File: src/rtl/tdm_demux_1x4.sv
// ============================================================================
// Module  : tdm_demux_1x4
// Brief   : 4-slot TDM receive demux. It locks onto frame_sync and presents
//           each complete frame on y0..y3 with a one-cycle out_valid pulse.
//           Define TDM_DEMUX_PARITY_EN to add per-frame even-parity checking
//           through the din_par and par_err ports.
// Rev     : 1.0  initial release
// ============================================================================
`default_nettype none

module tdm_demux_1x4 #(
  parameter int WIDTH     = 8,
  parameter int SYNC_LOSS = 2
) (
  input  logic             clk,
  input  logic             rst,
  input  logic [WIDTH-1:0] din,
  input  logic             din_valid,
  input  logic             frame_sync,
`ifdef TDM_DEMUX_PARITY_EN
  input  logic             din_par,
  output logic             par_err,
`endif
  output logic [WIDTH-1:0] y0,
  output logic [WIDTH-1:0] y1,
  output logic [WIDTH-1:0] y2,
  output logic [WIDTH-1:0] y3,
  output logic             out_valid,
  output logic             locked,
  output logic [1:0]       slot,
  output logic             sync_err
);

  localparam int           CW          = $clog2(SYNC_LOSS + 1);
  localparam logic [CW:0]  c_sync_loss = (CW+1)'(SYNC_LOSS);
  localparam logic [0:0]   c_hunt      = 1'b0;
  localparam logic [0:0]   c_locked    = 1'b1;

  logic [0:0]       r_state, w_state_nx;
  logic [1:0]       r_slot, w_slot_nx;
  logic [CW-1:0]    r_err_cnt, w_err_nx;
  logic [CW:0]      w_err_inc;
  logic             w_lose;
  logic             w_cap;
  logic [1:0]       w_cap_idx;
  logic             w_complete;
  logic             w_mis;
  logic [WIDTH-1:0] r_sh0, r_sh1, r_sh2;

  assign w_err_inc = {1'b0, r_err_cnt} + (CW+1)'(1);
  assign w_lose    = (w_err_inc >= c_sync_loss);

  // State register
  always_ff @(posedge clk or posedge rst) begin
    if (rst) begin
      r_state   <= c_hunt;
      r_slot    <= 2'd0;
      r_err_cnt <= '0;
    end else begin
      r_state   <= w_state_nx;
      r_slot    <= w_slot_nx;
      r_err_cnt <= w_err_nx;
    end
  end

  // Next-state logic
  always_comb begin
    w_state_nx = r_state;
    w_slot_nx  = r_slot;
    w_err_nx   = r_err_cnt;
    w_cap      = 1'b0;
    w_cap_idx  = 2'd0;
    w_complete = 1'b0;
    w_mis      = 1'b0;
    if (din_valid) begin
      case (r_state)
        c_hunt: begin
          if (frame_sync) begin
            w_state_nx = c_locked;
            w_slot_nx  = 2'd1;
            w_cap      = 1'b1;
          end
        end
        default: begin
          if (frame_sync && (r_slot != 2'd0)) begin
            w_mis = 1'b1;
            if (w_lose) begin
              w_state_nx = c_hunt;
              w_slot_nx  = 2'd0;
              w_err_nx   = '0;
            end else begin
              w_err_nx  = w_err_inc[CW-1:0];
              w_slot_nx = 2'd1;
              w_cap     = 1'b1;
            end
          end else if (r_slot == 2'd3) begin
            w_complete = 1'b1;
            w_slot_nx  = 2'd0;
            w_err_nx   = '0;
          end else begin
            w_cap     = 1'b1;
            w_cap_idx = r_slot;
            w_slot_nx = r_slot + 2'd1;
          end
        end
      endcase
    end
  end

  // Outputs decoded from registered state
  always_comb begin
    locked = (r_state == c_locked);
    slot   = r_slot;
  end

  always_ff @(posedge clk or posedge rst) begin
    if (rst) begin
      r_sh0     <= '0;
      r_sh1     <= '0;
      r_sh2     <= '0;
      y0        <= '0;
      y1        <= '0;
      y2        <= '0;
      y3        <= '0;
      out_valid <= 1'b0;
      sync_err  <= 1'b0;
    end else begin
      out_valid <= w_complete;
      sync_err  <= w_mis;
      if (w_cap) begin
        case (w_cap_idx)
          2'd0:    r_sh0 <= din;
          2'd1:    r_sh1 <= din;
          default: r_sh2 <= din;
        endcase
      end
      if (w_complete) begin
        y0 <= r_sh0;
        y1 <= r_sh1;
        y2 <= r_sh2;
        y3 <= din;
      end
    end
  end

`ifdef TDM_DEMUX_PARITY_EN
  logic w_bad;
  logic r_par_acc;

  assign w_bad = ^{din, din_par};

  // A slot-0 capture restarts the accumulator, so a discarded frame's flag never leaks.
  always_ff @(posedge clk or posedge rst) begin
    if (rst) begin
      r_par_acc <= 1'b0;
      par_err   <= 1'b0;
    end else begin
      par_err <= w_complete & (r_par_acc | w_bad);
      if (w_cap && (w_cap_idx == 2'd0))
        r_par_acc <= w_bad;
      else if (w_cap)
        r_par_acc <= r_par_acc | w_bad;
      else if (w_mis)
        r_par_acc <= 1'b0;
    end
  end
`endif

endmodule

`default_nettype wire

File: config.mk
export PLATFORM = sky130hd
export DESIGN_NAME = tdm_demux_1x4
export DESIGN_NICKNAME = d
export VERILOG_FILES = /design/src/rtl/tdm_demux_1x4.sv
export SDC_FILE = /design/constraint.sdc
export NUM_CORES = 1
export LEC_CHECK = 0
export CELL_PAD_IN_SITES_DETAIL_PLACEMENT = 1
export CELL_PAD_IN_SITES_GLOBAL_PLACEMENT = 1
export CORE_MARGIN = 2
export CORE_UTILIZATION = 42
export DETAILED_ROUTE_END_ITERATION = 8
export HOLD_SLACK_MARGIN = 0.08
export PLACE_DENSITY_LB_ADDON = 0.1
export SLEW_MARGIN = 20
export SYNTH_ARGS = -nofsm -noshare
export SYNTH_HDL_FRONTEND = slang
export SYNTH_SLANG_ARGS = --single-unit
File: constraint.sdc
create_clock -name clk -period 3 [get_ports clk]
set_input_delay 0.9 -clock clk [delete_from_list [all_inputs] [get_ports clk]]
set_output_delay 0.9 -clock clk [all_outputs]
set_load 0.05 [all_outputs]
Yosys cells after proc, flatten, opt, wreduce, memory -nomap -nowiden
Index checks and enable logic that the tools add are counted.
{"block": "totals", "input_bits": 12, "regBits": 63, "word_cells": 56}
{"block": "op_classes", "n_bitwise": 1, "add_sub_neg": 2, "n_lt_le_gt_ge": 1, "n_mux": 27, "eq_ne": 2, "n_reduce_logical": 11}
{"op": "two-way mux 2 bit", "count": 11}
{"op": "two-way mux 1 bit", "count": 16}
{"op": "AND reduction 2 bit", "count": 4}
{"op": "nonzero test 2 bit", "count": 3}
{"op": "adder 2 x 1 -> 3 bit (second input constant)", "count": 1}
{"op": "greater-or-equal comparator 3 x 2 -> 1 bit (second input constant)", "count": 1}
{"op": "AND reduction 3 bit", "count": 1}
{"op": "adder 2 x 1 -> 2 bit (second input constant)", "count": 1}
{"op": "== test 2 x 1 -> 1 bit (second input constant)", "count": 1}
{"op": "== test 2 bit (second input constant)", "count": 1}
{"op": "zero test 2 bit", "count": 1}
{"op": "OR reduction 2 bit", "count": 1}
{"op": "logical AND 1 bit", "count": 1}
{"op": "inverter 1 bit", "count": 1}

Depth between registers and ports, before layout
{"block": "depth", "word_depth": 9, "mapped_depth": 7, "depth_no_buf": 6}

Worst setup path before layout
Ideal clock, no wire load.
{"block": "synth_path", "kind": "register -> register", "start": "register r_slot[0], in the netlist slot[0]", "end": "register r_sh0[0]", "path_stages_with_launch": 7, "path_slack_ps": 765, "arrival_time_ps": 2110, "path_cell_list": "dfrtp_1 -> inv_1 -> ha_1 -> and2b_1 -> o221ai_1 -> a21oi_2 -> mux2_2"}
{"block": "synth_via", "elab_chain_cells": 7}
{"item": "from (decl)", "line_no": "40", "source": "logic [1:0] r_slot, w_slot_nx;"}
{"item": "from (signal assigned)", "line_no": "61", "source": "r_slot <= w_slot_nx;"}
{"item": "== test 2 bit / nonzero test 2 bit (equally long branches)", "line_no": "96, 85"}
{"item": "two-way mux 2 bit / logical AND 1 bit (equally long branches)", "line_no": "96, 85"}
{"item": "two-way mux 2 bit", "line_no": "85", "source": "if (frame_sync && (r_slot != 2'd0)) begin"}
{"item": "two-way mux 2 bit", "line_no": "76", "source": "case (r_state)"}
{"item": "two-way mux 2 bit", "line_no": "75", "source": "if (din_valid) begin"}
{"item": "zero test 2 bit", "line_no": "131", "source": "case (w_cap_idx)"}
{"item": "AND reduction 2 bit (no line) *"}
{"item": "to (signal assigned)", "line_no": "132", "source": "2'd0: r_sh0 <= din;"}
{"item": "to (decl)", "line_no": "48", "source": "logic [WIDTH-1:0] r_sh0, r_sh1, r_sh2;"}
Mark *: on every way between the ends. The rest lies on a longest branch, timed or not.
A chain may end at the register's enable or synchronous reset.

Final worst setup path
{"block": "layout_path", "start": "register r_state, in the netlist locked", "end": "output port locked"}
{"item": "from (decl)", "line_no": "39", "source": "logic [0:0] r_state, w_state_nx;"}
{"item": "from (signal assigned)", "line_no": "56", "source": "r_state <= c_hunt;"}
{"item": "from (signal assigned)", "line_no": "60", "source": "r_state <= w_state_nx;"}
{"item": "to (decl)", "line_no": "29", "source": "output logic locked,"}
No word-level cell between the ends.

==> metrics.txt <==
P per Cell Area 1320 nW/um^2; crit share post-route 0.868; Die Height 81.4 um; final setup vio count 0; critical path depth 1; routability cong. 0.730; critical path cell sequence clkdlybuf4s50_1; mapped cell area 2520 sq um; CORE AREA 5850 sq um; DR vias/cell 5.11; Cells after Synth 164; Critical Path Start locked; Synth cell types 23; Worst path top cell family by delay buffers and inverters; layout cell share with drive strength beyond 1 0.358; Register-to-Register Setup Slack 0.79 ns; CP bufs+invs 1; Hold WS 0.497 ns; Hold WC Path Type flop to flop; max-cap violations 0; Slew HR 0.642; clk root buf clkbuf_8; # rows 28; VDD IR max 0.665 mV; sequential share of the synthesized area 0.626; H-tree levels 3; grt peak-use layer met2; post-DP HPWL 3700 um; Post-CTS Hold Buffers 0; GR Util met2 0.316; Post-CTS Resized 0; Pins Over Slew Limit 0; Pwr Total 4.43 mW; Setup CP Type flop to primary output; minimum clock period after layout 2.60 ns; ant diodes 0; CP max stage cell clkdlybuf4s50_1; Setup crit end kind primary output; die area 6630 sq um; R2R Path End r_sh0[2]; # Post-CTS Setup Buffers 0; status finished, final reports clean; post-synthesis register bit count 63; drt first pass iters 4; final WL 5390 um; Critical Path Max Stage Delay 0.86 ns; largest net degree at the start of global routing 26; FF-to-FF Start slot[0]; via count of the first global-routing pass 1750; Worst Setup EP locked; # DRC 0; initial antenna violation count 0; CTS tree done; Clock Skew 0.00817 ns; Area Growth Syn to Fin 33.4%; grt met1 use 0.211; setup TNS 0 ns; antenna viol nets, final 0; GRT Overall Usage 0.186; 1st-iter DRT viols 54; CP arrival 1.70 ns; total grt overflow 0; Data required, critical path 2.10 ns; startpoint types flop; Worst Path Max Fanout 9; commonest non-fill, non-tap cell in the layout dfrtp_1; Final Hold Fails 0; yosys warns 0; Global Route met3 Usage 0.0593; chip width 81.4 um; Max Freq 384 MHz; worst skew pair latency 0.33 ns; post-DR wirelength/cell 17.7 um; Port Buffers 48; first-pass GRT wire length 8830 um; Reg2Reg Depth 6; worst slew pin tran 0.536 ns; Num CTS Buffers 9; IO Pins 49; Post-Syn Nets 182; final net count 242; clock sinks 63; initial core utilization 0.430; RSZ-0062 raised after global routing false; leakage 1.49 nW; Synth Area per Inst 15.4 sq um; Reg clk slew, reported paths 0.07 ns; clock buffer depth 2; via total after detailed routing 1552; most frequent cells in the layout dfrtp_1, mux2_2, clkdlybuf4s50_1
## flip-flops by register name (all words and copies together), names as in the netlist
signal     flops
r_sh0          8
r_sh1          8
r_sh2          8
y0             8
y1             8
y2             8
y3             8
r_err_cnt      2
slot           2
locked         1
out_valid      1
sync_err       1
## report_power, final
group          internal (mW)  total [mW]  switching [mW]
sequential              1.25        1.48           0.233
clock                  0.575       0.908           0.333
combinational          0.815        2.04            1.22
## worst reg2reg max path, cell delays in order, from the launching register on
cell,delay [ns]
dfrtp_1,0.43
inv_1,0.11
ha_1,0.26
and2b_1,0.29
o221ai_1,0.16
a21oi_2,0.43
mux2_2,0.40
## area by class of cell
cell class	count	area, sq um
Inverter	6	22.5
Clock buffer	11	141
Timing Repair Buffer	54	526
Fill cell	562	2490
Clock inverter	5	105
Tap cell	75	93.8
Multi-Input combinational cell	90	896
Sequential cell	63	1580
## synth_stat cells (all sizes together)
library cell	n	share of area
a211oi	1	0.0030
a21oi	4	0.0094
a22o	2	0.0070
a32o	1	0.0040
and2b	1	0.0030
buf	4	0.0079
clkbuf	1	0.0015
dfrtp	63	0.63
ha	6	0.030
inv	6	0.0089
mux2	56	0.25
nand2	5	0.0075
nand2b	1	0.0025
nand3	1	0.0040
nor2	2	0.0030
nor2b	1	0.0025
nor3	2	0.0040
nor3b	1	0.0050
nor4	1	0.0084
o21ai	3	0.0060
o21bai	1	0.0030
o221ai	1	0.0035
## layer usage
layer	up-vias	wire, um
li1	698	-
met1	806	2170
met2	38	2860
met3	10	254
met4	0	104
met5	-	0
## stage by stage
step | cells | cell area, sq um | setup slack (ns) | util
global placement | 288 | 3110 | 0.259 | 0.532
floorplan | 164 | 2520 | 0.530 | -
global route | 304 | 3360 | 0.318 | 0.574
CTS | 304 | 3360 | 0.378 | 0.574
detailed placement | 288 | 3110 | 0.163 | 0.532
finish | 304 | 3360 | 0.396 | 0.574
## how the worst min path moves through the flow
stage | startpoint | end | slack [ns] | cells past startpoint
after floorplan | r_err_cnt[1] | r_err_cnt[1] | 0.47 | 1
after global placement | r_err_cnt[1] | r_err_cnt[1] | 0.47 | 1
after detailed placement | y1[7] | y1[7] | 0.49 | 1
after CTS | r_sh2[0] | y2[0] | 0.51 | 1
after global routing | r_sh2[0] | y2[0] | 0.52 | 1
final | r_sh2[0] | y2[0] | 0.50 | 1
## cell families (layout without fill, tap and decap cells)
family,Yosys count,after routing,synth area share
AND/OR/NAND/NOR,15,15,0.0397
flip-flops,63,63,0.626
AO/OA/AOI/OAI,13,13,0.0358
multiplexers,56,56,0.250
adder cells (fa/ha/maj),6,6,0.0298
buffers and inverters,11,76,0.0184
No activity file was read; power rests on OpenSTA's default activity.
